File: config.mk
export PLATFORM = sky130hd
export DESIGN_NAME = fetch_unit
export DESIGN_NICKNAME = d
export VERILOG_FILES = /design/src/rtl/fetch_unit_pkg.sv /design/src/rtl/fetch_unit_next_pc_calc.sv /design/src/rtl/fetch_unit.sv
export SDC_FILE = /design/constraint.sdc
export NUM_CORES = 1
export LEC_CHECK = 0
export BUFFER_PORTS_ARGS = -buffer_cell sky130_fd_sc_hd__buf_4
export CAP_MARGIN = 20
export CORE_MARGIN = 4
export CORE_UTILIZATION = 47
export DETAILED_ROUTE_END_ITERATION = 10
export GPL_TIMING_DRIVEN = 1
export PLACE_DENSITY = 0.78
export SYNTH_ARGS = -nofsm -noshare
export SYNTH_HDL_FRONTEND = slang
export SYNTH_SLANG_ARGS = --single-unit
File: constraint.sdc
create_clock -name clk -period 3.9 [get_ports clk]
set_clock_uncertainty 0.15 [all_clocks]
set_input_delay 0.195 -clock clk [delete_from_list [all_inputs] [get_ports clk]]
set_output_delay 0.195 -clock clk [all_outputs]
set_load 0.005 [all_outputs]
File: src/rtl/fetch_unit_pkg.sv
// Shared definitions for the instruction fetch unit: FSM encoding,
// decoder jump selects, opcode constants and the branch-offset helper.
package fetch_unit_pkg;

  typedef enum logic [1:0] {
    ST_RESET_WAIT = 2'd0,
    ST_FETCH      = 2'd1,
    ST_HOLD       = 2'd2
  } fetch_state_e;

  localparam logic [1:0] JMP_NONE = 2'b00;
  localparam logic [1:0] JMP_J    = 2'b01;
  localparam logic [1:0] JMP_JR   = 2'b10;
  localparam logic [1:0] JMP_RSVD = 2'b11;

  localparam logic [5:0] OP_J   = 6'b000010;
  localparam logic [5:0] OP_JAL = 6'b000011;
  localparam logic [5:0] OP_BEQ = 6'b000100;
  localparam logic [5:0] OP_BNE = 6'b000101;

  localparam logic [31:0] RESET_PC_DEFAULT = 32'h0000_0000;

  // Sign-extended word offset of a branch immediate, as a byte offset
  function automatic logic [31:0] branch_offset(input logic [15:0] imm);
    return {{14{imm[15]}}, imm, 2'b00};
  endfunction

endpackage

File: src/rtl/fetch_unit_next_pc_calc.sv
// Combinational next-PC selection: jr, j/jal, taken branch or sequential.
// Also flags a jr whose target has nonzero low bits.
module next_pc_calc
  import fetch_unit_pkg::*;
(
  input  logic [31:0] pc,
  input  logic [31:0] instr,
  input  logic [1:0]  jmp,
  input  logic        branch,
  input  logic        zero,
  input  logic [31:0] jr_target,
  output logic [31:0] pc_plus4,
  output logic [31:0] next_pc,
  output logic        jr_misaligned
);

  logic [31:0] pc_plus4_s;
  logic [31:0] branch_target_s;
  logic [31:0] next_pc_s;
  logic        branch_taken_s;
  logic        jr_sel_s;

  // Next-PC mux; a reserved jump select behaves like no jump
  always_comb begin
    pc_plus4_s      = pc + 32'd4;
    branch_target_s = pc_plus4_s + branch_offset(instr[15:0]);
    branch_taken_s  = branch & (zero ^ (instr[31:26] == OP_BNE));
    jr_sel_s        = 1'b0;
    next_pc_s       = pc_plus4_s;
    case (jmp)
      JMP_JR: begin
        next_pc_s = {jr_target[31:2], 2'b00};
        jr_sel_s  = 1'b1;
      end
      JMP_J: begin
        next_pc_s = {pc_plus4_s[31:28], instr[25:0], 2'b00};
      end
      JMP_NONE, JMP_RSVD: begin
        if (branch_taken_s) begin
          next_pc_s = branch_target_s;
        end else begin
          next_pc_s = pc_plus4_s;
        end
      end
      default: begin
        next_pc_s = pc_plus4_s;
      end
    endcase
  end

  assign pc_plus4      = pc_plus4_s;
  assign next_pc       = next_pc_s;
  assign jr_misaligned = jr_sel_s & (jr_target[1:0] != 2'b00);

endmodule

File: src/rtl/fetch_unit.sv
// Instruction fetch unit: request/hold handshake with instruction memory and
// the execute stage, PC update on consume, sticky error flags, retire count.
module fetch_unit
  import fetch_unit_pkg::*;
#(
  parameter logic [31:0] RESET_PC      = RESET_PC_DEFAULT,
  parameter int          IMEM_WAIT_MAX = 15
) (
  input  logic        clk,
  input  logic        rst,
  output logic        imem_req,
  output logic [31:0] imem_addr,
  input  logic        imem_ready,
  input  logic [31:0] imem_rdata,
  output logic [31:0] instr,
  output logic        instr_valid,
  input  logic        ex_ready,
  output logic [5:0]  opcode,
  output logic [5:0]  func,
  input  logic [1:0]  Jmp,
  input  logic        Branch,
  input  logic        zero,
  input  logic [31:0] jr_target,
  output logic [31:0] pc,
  output logic [31:0] pc_plus4,
  output logic        fetch_err,
  output logic        align_err,
  output logic [31:0] retired
);

  localparam int WAIT_W = $clog2(IMEM_WAIT_MAX + 2);
  localparam logic [WAIT_W-1:0] WAIT_MAX_C = WAIT_W'(IMEM_WAIT_MAX);
  localparam logic [WAIT_W-1:0] WAIT_SAT_C = {WAIT_W{1'b1}};

  fetch_state_e      state_r;
  logic [31:0]       pc_r;
  logic [31:0]       instr_r;
  logic              instr_valid_r;
  logic              imem_req_r;
  logic              fetch_err_r;
  logic              align_err_r;
  logic [31:0]       retired_r;
  logic [WAIT_W-1:0] wait_cnt_r;

  logic [31:0]       next_pc_s;
  logic [31:0]       pc_plus4_s;
  logic              jr_misaligned_s;

  next_pc_calc u_next_pc_calc (
    .pc            (pc_r),
    .instr         (instr_r),
    .jmp           (Jmp),
    .branch        (Branch),
    .zero          (zero),
    .jr_target     (jr_target),
    .pc_plus4      (pc_plus4_s),
    .next_pc       (next_pc_s),
    .jr_misaligned (jr_misaligned_s)
  );

  // Fetch FSM with all architectural state; imem_ready only matters in FETCH
  always_ff @(posedge clk or negedge rst) begin
    if (!rst) begin
      state_r       <= ST_RESET_WAIT;
      pc_r          <= RESET_PC;
      instr_r       <= 32'h0000_0000;
      instr_valid_r <= 1'b0;
      imem_req_r    <= 1'b0;
      fetch_err_r   <= 1'b0;
      align_err_r   <= 1'b0;
      retired_r     <= 32'h0000_0000;
      wait_cnt_r    <= '0;
    end else begin
      case (state_r)
        ST_RESET_WAIT: begin
          state_r    <= ST_FETCH;
          imem_req_r <= 1'b1;
        end
        ST_FETCH: begin
          if (imem_ready) begin
            instr_r       <= imem_rdata;
            instr_valid_r <= 1'b1;
            imem_req_r    <= 1'b0;
            wait_cnt_r    <= '0;
            state_r       <= ST_HOLD;
          end else begin
            // Counter saturates so a very long stall cannot wrap it
            if (wait_cnt_r != WAIT_SAT_C) begin
              wait_cnt_r <= wait_cnt_r + {{(WAIT_W-1){1'b0}}, 1'b1};
            end
            if (wait_cnt_r >= WAIT_MAX_C) begin
              fetch_err_r <= 1'b1;
            end
          end
        end
        ST_HOLD: begin
          if (ex_ready) begin
            pc_r          <= next_pc_s;
            retired_r     <= retired_r + 32'd1;
            instr_valid_r <= 1'b0;
            imem_req_r    <= 1'b1;
            state_r       <= ST_FETCH;
            if (jr_misaligned_s) begin
              align_err_r <= 1'b1;
            end
          end
        end
        default: begin
          state_r       <= ST_RESET_WAIT;
          imem_req_r    <= 1'b0;
          instr_valid_r <= 1'b0;
        end
      endcase
    end
  end

  assign imem_req    = imem_req_r;
  assign imem_addr   = pc_r;
  assign instr       = instr_r;
  assign instr_valid = instr_valid_r;
  assign opcode      = instr_r[31:26];
  assign func        = instr_r[5:0];
  assign pc          = pc_r;
  assign pc_plus4    = pc_plus4_s;
  assign fetch_err   = fetch_err_r;
  assign align_err   = align_err_r;
  assign retired     = retired_r;

endmodule

-- After elaboration in Yosys (flattened, before gate mapping)
Cells that the tools add are included.
- add/sub/neg operators: 4
- $lt $le $gt $ge: 1
- equal/unequal tests: 9
- muxes and demuxes: 14
- bitwise operators: 5
- reductions and logical operators: 12
- operator list (operator ; count):
    one-hot mux 32 bit (3 select lines) ; 1
    adder 32 x 1 -> 32 bit (second input constant) ; 1
    adder 32 x 3 -> 32 bit (second input constant) ; 1
    adder 32 bit ; 1
    two-way mux 32 bit ; 1
    two-way mux 5 bit ; 2
    AND reduction 3 bit ; 3
    AND reduction 2 bit ; 4
    == test 2 bit (second input constant) ; 3
    == test 6 x 3 -> 1 bit (second input constant) ; 1
    one-hot mux 1 bit (3 select lines) ; 2
    one-hot mux 2 bit (3 select lines) ; 1
    adder 5 x 1 -> 5 bit (second input constant) ; 1
    >= comparator 5 x 4 -> 1 bit (second input constant) ; 1
    two-way mux 1 bit ; 5
    != test 5 bit (second input constant) ; 1
    == test 2 x 1 -> 1 bit (second input constant) ; 2
    logical NOT 2 bit ; 2
    two-way mux 2 bit ; 2
    != test 2 bit (second input constant) ; 2
    nonzero test 2 bit ; 2
    AND 1 bit ; 2
    NOT 1 bit ; 2
    OR reduction 2 bit ; 1
    bitwise XOR 1 bit ; 1
- bits in registers: 107
- input bits: 72
- logic and storage cells: 54

-- Depth between registers and ports, before layout
- depth in word-level cells: 5
- depth in mapped cells: 17
- depth with buffers taken out: 16

-- Cells and area by module
A second synthesis with hierarchy kept.
- cells, all modules: 873
- area, all modules: 7743.7 um^2
- by module, submodules not included (module ; times used ; cells each ; area each (um^2) ; seq. area each (um^2)):
    fetch_unit ; 1 ; 433 ; 4735.8 ; 2652.5
    next_pc_calc ; 1 ; 440 ; 3007.9 ; 0.0

-- Worst setup path before layout
Ideal clock, no wire load.
- path type: register to register
- start point: reg pc_r[4], in the netlist imem_addr[4]
- end point: reg pc_r[31], in the netlist imem_addr[31]
- library setup time: 0.073 ns
- arrival time: 3.606 ns
- slack: 0.071 ns
- stages on the path, launching flop included: 17
- buffers on the path: 1
- clock period less this slack: 3.829 ns
- cells stage by stage: dfrtp_1 > and4_1 > and2_1 > nand4_1 > nor2_1 > xor2_1 > ha_1 > buf_6 > and3_4 > a221o_1 > a31oi_2 > o21ai_2 > a211oi_2 > o31ai_1 > mux2_2 > o31a_1 > a21oi_2
- longest elaborated chain between the ends: 4
- RTL lines (item ; line ; text):
    from (decl) ; fetch_unit.sv:36 ; logic [31:0] pc_r;
    from (signal assigned) ; fetch_unit.sv:98 ; pc_r <= next_pc_s;
    adder 32 x 3 -> 32 bit ; fetch_unit_next_pc_calc.sv:25 ; pc_plus4_s = pc + 32'd4;
    via pc_plus4[13] ; fetch_unit.sv:25 ; output logic [31:0] pc_plus4,
    adder 32 bit ; fetch_unit_next_pc_calc.sv:26 ; branch_target_s = pc_plus4_s + branch_offset(instr[15:0]);
    two-way mux 32 bit ; fetch_unit_next_pc_calc.sv:39 ; if (branch_taken_s) begin
    one-hot mux 32 bit (3 select lines) ; fetch_unit_next_pc_calc.sv:30 ; case (jmp)
The timed path passes the listed nets, and every way through them passes these cells.
A chain may end at the register's enable or synchronous reset.

-- Worst setup path after layout
- start point: reg pc_r[5], in the netlist imem_addr[5]
- end point: reg pc_r[31], in the netlist imem_addr[31]
- longest elaborated chain between the ends: 4
- RTL lines (item ; line):
    adder 32 x 3 -> 32 bit (*) ; fetch_unit_next_pc_calc.sv:25
    adder 32 bit ; fetch_unit_next_pc_calc.sv:26
    two-way mux 32 bit ; fetch_unit_next_pc_calc.sv:39
    one-hot mux 32 bit (3 select lines) (*) ; fetch_unit_next_pc_calc.sv:30
Mark *: on every way between the ends. The rest lies on a longest branch, timed or not.

==> results.toml <==
[critical_path]
crit_end = "imem_addr[31]$_DFFE_PN0P_"
crit_required_ps = 4040
worst-setup-path-type = "reg2reg"
start_kind = "register"
cp_max_fo = 4
r2r_slack_ps = 80
timing.rr.end = "imem_addr[31]$_DFFE_PN0P_"
critPathLaunch = "imem_addr[5]$_DFFE_PN0P_"
cp_cell_sequence = "and4_4, and2_4, nand4_1, nor2_1, xor2_1, ha_1, and3_4, a221o_1, a31oi_2, o21ai_2, a211oi_2, o31ai_2, mux2_2, o31a_1, a21oi_2"
slowest_stage = "dfrtp_1"
r2r-start = "imem_addr[5]$_DFFE_PN0P_"
crit_arrival_ps = 3960
end_kind = "register"
max_stage_delay_ps = 360
r2r_cells = 15

[routing]
drtIter0Drc = 665
drc = 0
ant_nets = 0
avgViaCountPerCell = 5.72
routed-via-count = 7814
drt_pre_antenna_iters = 8
drt_wl_total_um = 26000
wl_per_cell_um = 19.0

[cells_and_area]
multi_input_area_um2 = 4450
antenna_cells = 0
drive_gt1_share_pct = 35.1
n_fill_cell = 1263
regArea_um2 = 2600
fin_util_pct = 67.1
nNetsFinal = 1258
design_area_um2 = 10600
area_delta_synth_final_pct = 40.6

[global_routing]
grt_pass1_wl_um = 40200
grtUsageTotal_pct = 27.8
grt_pass1_vias = 7529
antenna_found_initial = 0
grt-ovfl-total = 0
grt_max_degree = 39

[timing]
finalCritPeriodShare_pct = 97.8
fmax_mhz = 262
finalHoldViolCount = 0
grt_setup_unrepaired = "yes"
slew_headroom_pct = 32.6
slew_violations = 0
worst_pin_slew_ps = 1010
final.min_clock_period_ps = 3820
setup_viol = 0

[floorplan]
num_io_pins = 248
die-area_um2 = 18100
rows = 46
dieHeight_um = 135
initial_core_util_pct = 47.8
core_area_um2 = 15800
die_x_um = 135

[power]
max-vdd-ir-drop_mv = 0.516
power_density_nw_per_um2 = 846
leakagePower_uw = 0.00504

[yosys]
yosysTopAreaCell = "dfrtp_1"
synth_seq_area_share_pct = 34.6
ys_seq_elements = 104
synthArstFlopShare_pct = 100
netlist_area_um2 = 7530
ys_warn_count = 0
syn-mean-instance-area_um2 = 8.89
synth_top_area_share_pct = 34.6
ys.flop_type = "dfrtp_1"
synth_edf_count = 0
synthDistinctLibCells = 71
synth_cells = 847
synthTopCellsByArea = "dfrtp_1 35%, ha_1 6.5%, xnor2_1 6.0%, mux2_2 5.1%, buf_4 4.8%"

[clock_network]
cts_tree = "done"
cts_made_buffers = 9
clk_latency_ps = 360
cts_root_buf = "clkbuf_16"
path_clk_slew_ps = 80
cts.htree.levels = 3
clock_sinks = 104
clock_path_buffers = 2

[worst_hold_path]
hold_path.class = "in2reg"
whs_path_depth = 3

[place]
hpwl_um = 19300
portBuffers = 241
place_area_um2 = 9680
gp_congestion = 1.03

[outcome]
status = "finished clean"

[run]
max_cap_violations = 0
[synth_stat cells (all sizes together) (7+ instances only)]
cell	number
a21o	14
a21oi	54
a221oi	11
and3	19
buf	56
clkbuf	27
dfrtp	104
ha	39
inv	22
mux2	34
mux2i	11
nand2	83
nand3	31
nand4	14
nor2	59
o211ai	8
o21ai	66
o22ai	7
o31ai	7
or3	8
xnor2	52
xor2	29
[per-stage QoR]
stage	power (uW)	setup TNS (ps)	setup slack (ps)	instances	hold WS, ps
global route	9560	-129	-63.7	1367	13.2
CTS	8670	0	1.20	1359	1.14
finish	8950	0	84.0	1367	9.29
global placement	7500	0	91.3	1299	27.5
floorplan	5240	0	71.0	852	-251
detailed placement	7600	0	27.9	1299	25.6
[flip-flops by register name, indices dropped and copies added, names as in the netlist]
register     count
retired         32
instr_valid      1
imem_addr       30
wait_cnt_r       5
align_err        1
state_r          2
instr           32
fetch_err        1
[routing by layer]
metal	part of all wire, %	vias to the layer above	GRT usage (%)
met5	0	-	0
met4	3.2	0	9.45
met3	8.0	61	6.00
met2	48	432	46.0
met1	41	3728	36.4
li1	-	3593	-
[layout make-up]
cell class	instances	share of cell area, %
inverters	22	0.780
multi-input cells	643	42.0
clock inverters	7	0.957
repair buffers	366	27.0
well taps	216	2.55
flip-flops and latches	104	24.6
clock buffers	9	2.13
[placed cells by master (no fill, tap or decap), drive strengths merged, types with 34 or more instances in the layout]
| cell type | synthesis | final |
|---|---|---|
| a21oi | 54 | 54 |
| dlygate4sd3 | 0 | 44 |
| mux2 | 34 | 34 |
| nand2 | 83 | 83 |
| o21ai | 66 | 66 |
| buf | 56 | 322 |
| dfrtp | 104 | 104 |
| xnor2 | 52 | 52 |
| nor2 | 59 | 59 |
| ha | 39 | 39 |
[logic make-up after synthesis]
family,count (synthesis),synth area share (%)
compound gates,215,18.4
xor+xnor,81,9.42
fa+ha+maj,40,6.75
buf+inv,105,7.76
flops,104,34.6
mux,45,6.55
other cells,1,0.0498
simple gates,256,16.5
[what timing repair did]
action / 4_1_cts / 5_1_grt
hold buffers: 44 / 0
buffers inserted: 0 / 8
endpoints found under the setup margin: 1 / 13
gates cloned: 0 / 0
pin swaps: 0 / 15
resized for setup: 2 / 20
endpoints found under the hold margin: 77 / 0
[how the worst min path moves through the flow]
stage	start	end	slack [ps]
finish	jr_target[0]	align_err$_DFFE_PN0P_	9
global route	jr_target[3]	imem_addr[3]$_DFFE_PN0P_	10
CTS	jr_target[3]	imem_addr[3]$_DFFE_PN0P_	1
detailed placement	rst	retired[31]$_DFFE_PN0P_	30
global placement	rst	retired[31]$_DFFE_PN0P_	30
floorplan	rst	align_err$_DFFE_PN0P_	-250
[report_power, final]
part | internal, uW | switching [uW]
Sequential | 1450 | 485
Clock | 519 | 473
Combinational | 3050 | 2980
Total | 5020 | 3940
[critical path, delay by kind of cell (launching register included)]
family                   cells  cell delay (ps)
AO/OA/AOI/OAI                7             1450
AND/OR/NAND/NOR              5              940
flip-flops                   1              360
adder cells (fa/ha/maj)      1              290
multiplexers                 1              280
XOR/XNOR                     1              260
No activity file was read; power rests on OpenSTA's default activity.
